`config.mk`:
```
export PLATFORM = sky130hd
export DESIGN_NAME = fourth_step
export DESIGN_NICKNAME = d
export VERILOG_FILES = /design/src/rtl/fourth_step.sv
export SDC_FILE = /design/constraint.sdc
export NUM_CORES = 2
export LEC_CHECK = 0
export ABC_AREA = 1
export ABC_CLOCK_PERIOD_IN_PS = 3500
export BUFFER_PORTS_ARGS = -buffer_cell sky130_fd_sc_hd__buf_4
export CELL_PAD_IN_SITES_DETAIL_PLACEMENT = 1
export CELL_PAD_IN_SITES_GLOBAL_PLACEMENT = 2
export CORE_ASPECT_RATIO = 1.75
export CORE_MARGIN = 2
export CORE_UTILIZATION = 42
export CTS_CLUSTER_SIZE = 30
export DETAILED_ROUTE_END_ITERATION = 12
export PLACE_DENSITY_LB_ADDON = 0.1
export SYNTH_ARGS = -nofsm -noshare
export SYNTH_HDL_FRONTEND = slang
export SYNTH_SLANG_ARGS = --single-unit
```
`constraint.sdc`:
```
create_clock -name clk -period 3.5 [get_ports clk]
set_input_delay 0.35 -clock clk [delete_from_list [all_inputs] [get_ports clk]]
set_output_delay 0.35 -clock clk [all_outputs]
set_load 0.01 [all_outputs]
```
`src/rtl/fourth_step.sv`:
```
// Memory-access stage of a 5-stage pipeline: EX/MEM register, word-addressed
// data memory with alignment checking, and MEM/WB register.
module fourth_step #(
    parameter int unsigned DEPTH = 64
) (
    input  logic        clk,
    input  logic        reset,
    input  logic        flush,
    input  logic        memRead,
    input  logic        memWrite,
    input  logic        branch,
    input  logic        regWrite,
    input  logic        memToReg,
    input  logic [31:0] addResult,
    input  logic        zero,
    input  logic [31:0] aluResult,
    input  logic [31:0] reg2Out,
    input  logic [4:0]  muxRegDstOut,
    output logic        pcSrc,
    output logic [31:0] branchTarget,
    output logic [31:0] readData,
    output logic [31:0] aluResultOut,
    output logic [4:0]  writeReg,
    output logic        regWriteOut,
    output logic        memToRegOut,
    output logic        misaligned
);

    localparam int unsigned AW = $clog2(DEPTH);

    typedef struct packed {
        logic        mem_read;
        logic        mem_write;
        logic        branch;
        logic        reg_write;
        logic        mem_to_reg;
        logic        zero;
        logic [31:0] add_result;
        logic [31:0] alu_result;
        logic [31:0] reg2;
        logic [4:0]  dst;
    } ex_mem_t;

    typedef struct packed {
        logic [31:0] read_data;
        logic [31:0] alu_result;
        logic [4:0]  dst;
        logic        reg_write;
        logic        mem_to_reg;
        logic        misaligned;
    } mem_wb_t;

    ex_mem_t ex_mem_d, ex_mem_q;
    mem_wb_t mem_wb_d, mem_wb_q;

    logic [31:0]   mem [DEPTH];
    logic [AW-1:0] mem_idx;
    logic          mem_fault;
    logic          mem_wr_en;
    logic [31:0]   mem_rd_val;

    always_comb begin
        ex_mem_d            = '0;
        ex_mem_d.zero       = zero;
        ex_mem_d.add_result = addResult;
        ex_mem_d.alu_result = aluResult;
        ex_mem_d.reg2       = reg2Out;
        ex_mem_d.dst        = muxRegDstOut;
        // A flushed instruction keeps its data fields but loses all control.
        if (!flush) begin
            ex_mem_d.mem_read   = memRead;
            ex_mem_d.mem_write  = memWrite;
            ex_mem_d.branch     = branch;
            ex_mem_d.reg_write  = regWrite;
            ex_mem_d.mem_to_reg = memToReg;
        end
    end

    always_ff @(posedge clk or negedge reset) begin
        if (!reset) begin
            ex_mem_q <= '0;
        end else begin
            ex_mem_q <= ex_mem_d;
        end
    end

    always_comb begin
        mem_idx    = ex_mem_q.alu_result[AW+1:2];
        mem_fault  = (ex_mem_q.mem_read || ex_mem_q.mem_write)
                     && (ex_mem_q.alu_result[1:0] != 2'b00);
        mem_wr_en  = ex_mem_q.mem_write && !mem_fault;
        mem_rd_val = '0;
        // A store wins over a simultaneous load; the load then returns zero.
        if (ex_mem_q.mem_read && !ex_mem_q.mem_write && !mem_fault) begin
            mem_rd_val = mem[mem_idx];
        end
    end

    // No reset: memory contents survive reset.
    always_ff @(posedge clk) begin
        if (mem_wr_en) begin
            mem[mem_idx] <= ex_mem_q.reg2;
        end
    end

    always_comb begin
        mem_wb_d            = '0;
        mem_wb_d.read_data  = mem_rd_val;
        mem_wb_d.alu_result = ex_mem_q.alu_result;
        mem_wb_d.dst        = ex_mem_q.dst;
        mem_wb_d.reg_write  = ex_mem_q.reg_write && !mem_fault;
        mem_wb_d.mem_to_reg = ex_mem_q.mem_to_reg;
        mem_wb_d.misaligned = mem_fault;
    end

    always_ff @(posedge clk or negedge reset) begin
        if (!reset) begin
            mem_wb_q <= '0;
        end else begin
            mem_wb_q <= mem_wb_d;
        end
    end

    assign pcSrc        = ex_mem_q.branch && ex_mem_q.zero;
    assign branchTarget = ex_mem_q.add_result;
    assign readData     = mem_wb_q.read_data;
    assign aluResultOut = mem_wb_q.alu_result;
    assign writeReg     = mem_wb_q.dst;
    assign regWriteOut  = mem_wb_q.reg_write;
    assign memToRegOut  = mem_wb_q.mem_to_reg;
    assign misaligned   = mem_wb_q.misaligned;

endmodule
```
==> results.md <==
Yosys
• library cell occupying the most area in the post-synthesis netlist: sky130_fd_sc_hd__edfxtp_1
• share of synthesized area occupied by flip-flops and latches: 0.7274
• top cells by count, synth: sky130_fd_sc_hd__nand2_1 (5693), sky130_fd_sc_hd__edfxtp_1 (2048), sky130_fd_sc_hd__buf_2 (275)
• ranking of synthesized cells by area: sky130_fd_sc_hd__edfxtp_1 (68%), sky130_fd_sc_hd__nand2_1 (24%), sky130_fd_sc_hd__dfrtp_1 (4.9%)
• Post-synth ARST share: 0.08038
• post-synthesis cell area: 90700 um^2
• dominant register cell in the synthesized netlist: sky130_fd_sc_hd__edfxtp_1
• average size of a mapped cell: 10.51 um^2
• Syn Inst Count: 8632
• library cell with the highest instance count after synthesis: sky130_fd_sc_hd__nand2_1
• Netlist cell types: 21
• net count after synthesis: 8742
• Warnings, synthesis: 0
• area share of the leading cell type in the synthesized netlist: 0.6780
• number of flops mapped to enable cells by yosys: 2048
• number of storage elements in the synthesis netlist: 2227

Die
• Die Ht: 618.8 um
• starting density of the core: 0.4223
• number of cell rows: 225
• die area: 219800 um^2
• num ports: 215
• area of the core: 214800 um^2
• width of the die: 355.3 um

STA
• highest clock frequency the design can meet: 311.3 MHz
• pins over their slew limit: 0
• count of final hold-check violations: 0
• final period demand of the worst path: 3.213 ns
• RSZ-0062 raised after global routing: no
• Rel. slew slack: 0.2291
• Setup TNS: 0 ns
• # setup viols final: 0
• Final Skew: 0.08373 ns
• transition time at the pin with the least slew margin: 1.156 ns
• Period Utilization, post-route: 0.9179

Clock tree
• maximum root-to-sink buffer count: 4
• TritonCTS clock tree: done
• clock buffer count from CTS: 216
• master cell of the clock root buffer: sky130_fd_sc_hd__clkbuf_16
• clock latency at the later pin of the worst-skew pair: 0.91 ns
• clock input transition at the sequential cells of the worst setup and hold paths: 0.06 ns
• clock sinks: 2227
• deepest level of the CTS H-tree: 4
• setup fix buffers added after clock tree synthesis: 0

Placed design
• input/output buffers: 214
• GPL Wtd Cong: 0.8245
• DP HPWL: 190100 um

Global routing
• leftover overflow at the end of global routing: 0
• global-route wire length before repair: 455100 um
• initial antenna violation count: 18
• pin count of the biggest net entering global routing: 163
• global-route usage over all layers: 0.2862
• via count of the first global-routing pass: 65760

Pwr
• Lkg Pwr: 44.36 nW
• final total power: 0.05657 W
• proportion of power drawn by flip-flops and latches: 0.521
• fraction of power consumed by the clock network: 0.417
• Power per Cell Area: 533.8 nW/um^2
• Net Switching: 0.01317 W
• Gate power share: 0.062
• maximum vdd ir drop: 0.5356 mV
• internal portion of total power: 0.04340 W
• switching power share of the total: 0.2328

Setup path
• largest fanout on the critical path: 83
• Data arrival, critical path: 3.93 ns
• CP Launch Type: flip-flop
• critical path class: reg2reg
• kind of capture point of the worst setup path: flip-flop
• data required time of the worst path: 4.22 ns
• standard cell with the maximum stage delay on the critical path: sky130_fd_sc_hd__nor2_1
• most frequent CP cell: sky130_fd_sc_hd__nand2_1
• worst path cell trace: inv_16 > buf_12 > buf_4 > buf_4 > nand2_1 > nand2_1 > nand2_1 > nand2_1 > nand2_1 > nand2_1 > nor2_1 > a21oi_1
• max incr delay on CP: 0.79 ns

Run status
• status: finished, final reports clean

Route
• Wirelength per Cell: 26.23 um
• drt first pass iters: 7
• antenna-violating nets left: 0
• 1st-iter DRT viols: 4537
• DR vias: 63040
• routed via count divided by cell count: 5.231
• Remaining DRCs: 0
• total length of routed wires: 316100 um

Final layout
• final net count: 9146
• Final Core Density: 0.4934
• fraction of layout cells with a size suffix above 1: 0.1046
• fill cell instance count of the final layout: 22900
• synthesis-to-finish area growth: 16.83%

Run
• Maximum Capacitance Violations: 0

Worst hold path
• Hold Path Class: in2reg

[state kept, by name (all words and copies together) (netlist names)]
name,flops
mem,2048
ex_mem_q,75
aluResultOut,32
branchTarget,32
readData,32
writeReg,5
memToRegOut,1
misaligned,1
regWriteOut,1
[kinds of logic (layout without fill, tap and decap cells)]
logic type / count (synthesis) / count (layout) / share of synthesized area
buffers and inverters: 489 / 1066 / 0.02609
other: 0 / 5 / 0
DFF: 2227 / 2227 / 0.7274
AOI/OAI and AO/OA: 49 / 49 / 0.002897
and+or+nand+nor: 5867 / 5867 / 0.2436
[power by group through the flow]
stage / Clock (W) / Sequential [W] / Combinational, W
floorplan: 0 / 0.0300 / 0.00172
CTS: 0.0240 / 0.0295 / 0.00353
detailed placement: 0 / 0.0301 / 0.00341
global route: 0.0248 / 0.0295 / 0.00384
global placement: 0 / 0.0301 / 0.00336
finish: 0.0236 / 0.0295 / 0.00350
[per-layer routing]
layer / track usage / routed length (um) / vias to the layer above
met3: 0.03049 / 13100 / 420
met4: 0.07993 / 9438 / 4
met1: 0.3538 / 127100 / 32480
li1: - / - / 28670
met2: 0.5263 / 166400 / 1459
met5: 0 / 27 / -
[critical path, delay by kind of cell, from the launching register on]
kind | cells | cell delay, ns
compound gates | 1 | 0.18
buf+inv | 4 | 0.96
flops | 1 | 0.63
simple gates | 7 | 1.20
[metrics by stage]
stage,hold WS [ns],area (um^2),setup slack [ns],std cells
after floorplan,0.05441,90700,0.3860,8632
after CTS,0.03416,106000,0.3433,12050
after detailed placement,0.3371,97950,0.3700,11550
after global placement,0.3317,97950,0.4331,11550
final,0.08420,106000,0.2874,12050
after global routing,0.07906,106000,0.2854,12050
[final cells by class]
class	instances	area, um^2	share of cell area
sequential	2227	66030	0.6231
multi-input combinational	5916	22890	0.2160
timing repair buffer	641	6406	0.06045
clock buffer	264	5714	0.05392
tap	2837	3550	0.03350
clock inverter	127	1207	0.01139
inverter	34	158.9	0.001499
antenna	5	12.51	0.0001181
[placed cells by master (no fill, tap or decap), types with 5 or more instances in the layout]
cell type	count
sky130_fd_sc_hd__clkinvlp_4	9
sky130_fd_sc_hd__nor2_1	85
sky130_fd_sc_hd__dfrtp_2	32
sky130_fd_sc_hd__edfxtp_1	2048
sky130_fd_sc_hd__clkinv_1	40
sky130_fd_sc_hd__dlygate4sd3_1	109
sky130_fd_sc_hd__dfrtp_1	144
sky130_fd_sc_hd__nand2_1	5693
sky130_fd_sc_hd__clkinv_2	50
sky130_fd_sc_hd__clkbuf_1	35
sky130_fd_sc_hd__bufinv_16	22
sky130_fd_sc_hd__diode_2	5
sky130_fd_sc_hd__nor3_4	7
sky130_fd_sc_hd__nor2_4	64
sky130_fd_sc_hd__o21ai_0	10
sky130_fd_sc_hd__inv_1	31
sky130_fd_sc_hd__buf_12	105
sky130_fd_sc_hd__clkbuf_8	10
sky130_fd_sc_hd__clkbuf_16	217
sky130_fd_sc_hd__buf_4	426
sky130_fd_sc_hd__a21oi_1	32
sky130_fd_sc_hd__nand3_1	10
sky130_fd_sc_hd__o211ai_1	7
[worst paths after layout]
check | from | endpoint | slack [ns] | depth (start not counted)
max | ex_mem_q[40]$_DFF_PN0_ | readData[13]$_DFF_PN0_ | 0.29 | 12
min | reg2Out[2] | ex_mem_q[7]$_DFF_PN0_ | 0.08 | 2
max reg2reg | ex_mem_q[40]$_DFF_PN0_ | readData[13]$_DFF_PN0_ | 0.29 | 12
min reg2reg | ex_mem_q[68]$_DFF_PN0_ | aluResultOut[31]$_DFF_PN0_ | 0.35 | 0
max in group asynchronous | reset | ex_mem_q[20]$_DFF_PN0_ | 2.27 | 3
min in group asynchronous | reset | ex_mem_q[41]$_DFF_PN0_ | 0.10 | 2
[what timing repair did]
| action | CTS | global route |
|---|---|---|
| hold buffers | 109 | 0 |
| hold endpoints to repair | 177 | 0 |
| gates resized for setup | 0 | 0 |
Power figures use the tool's default switching activity.
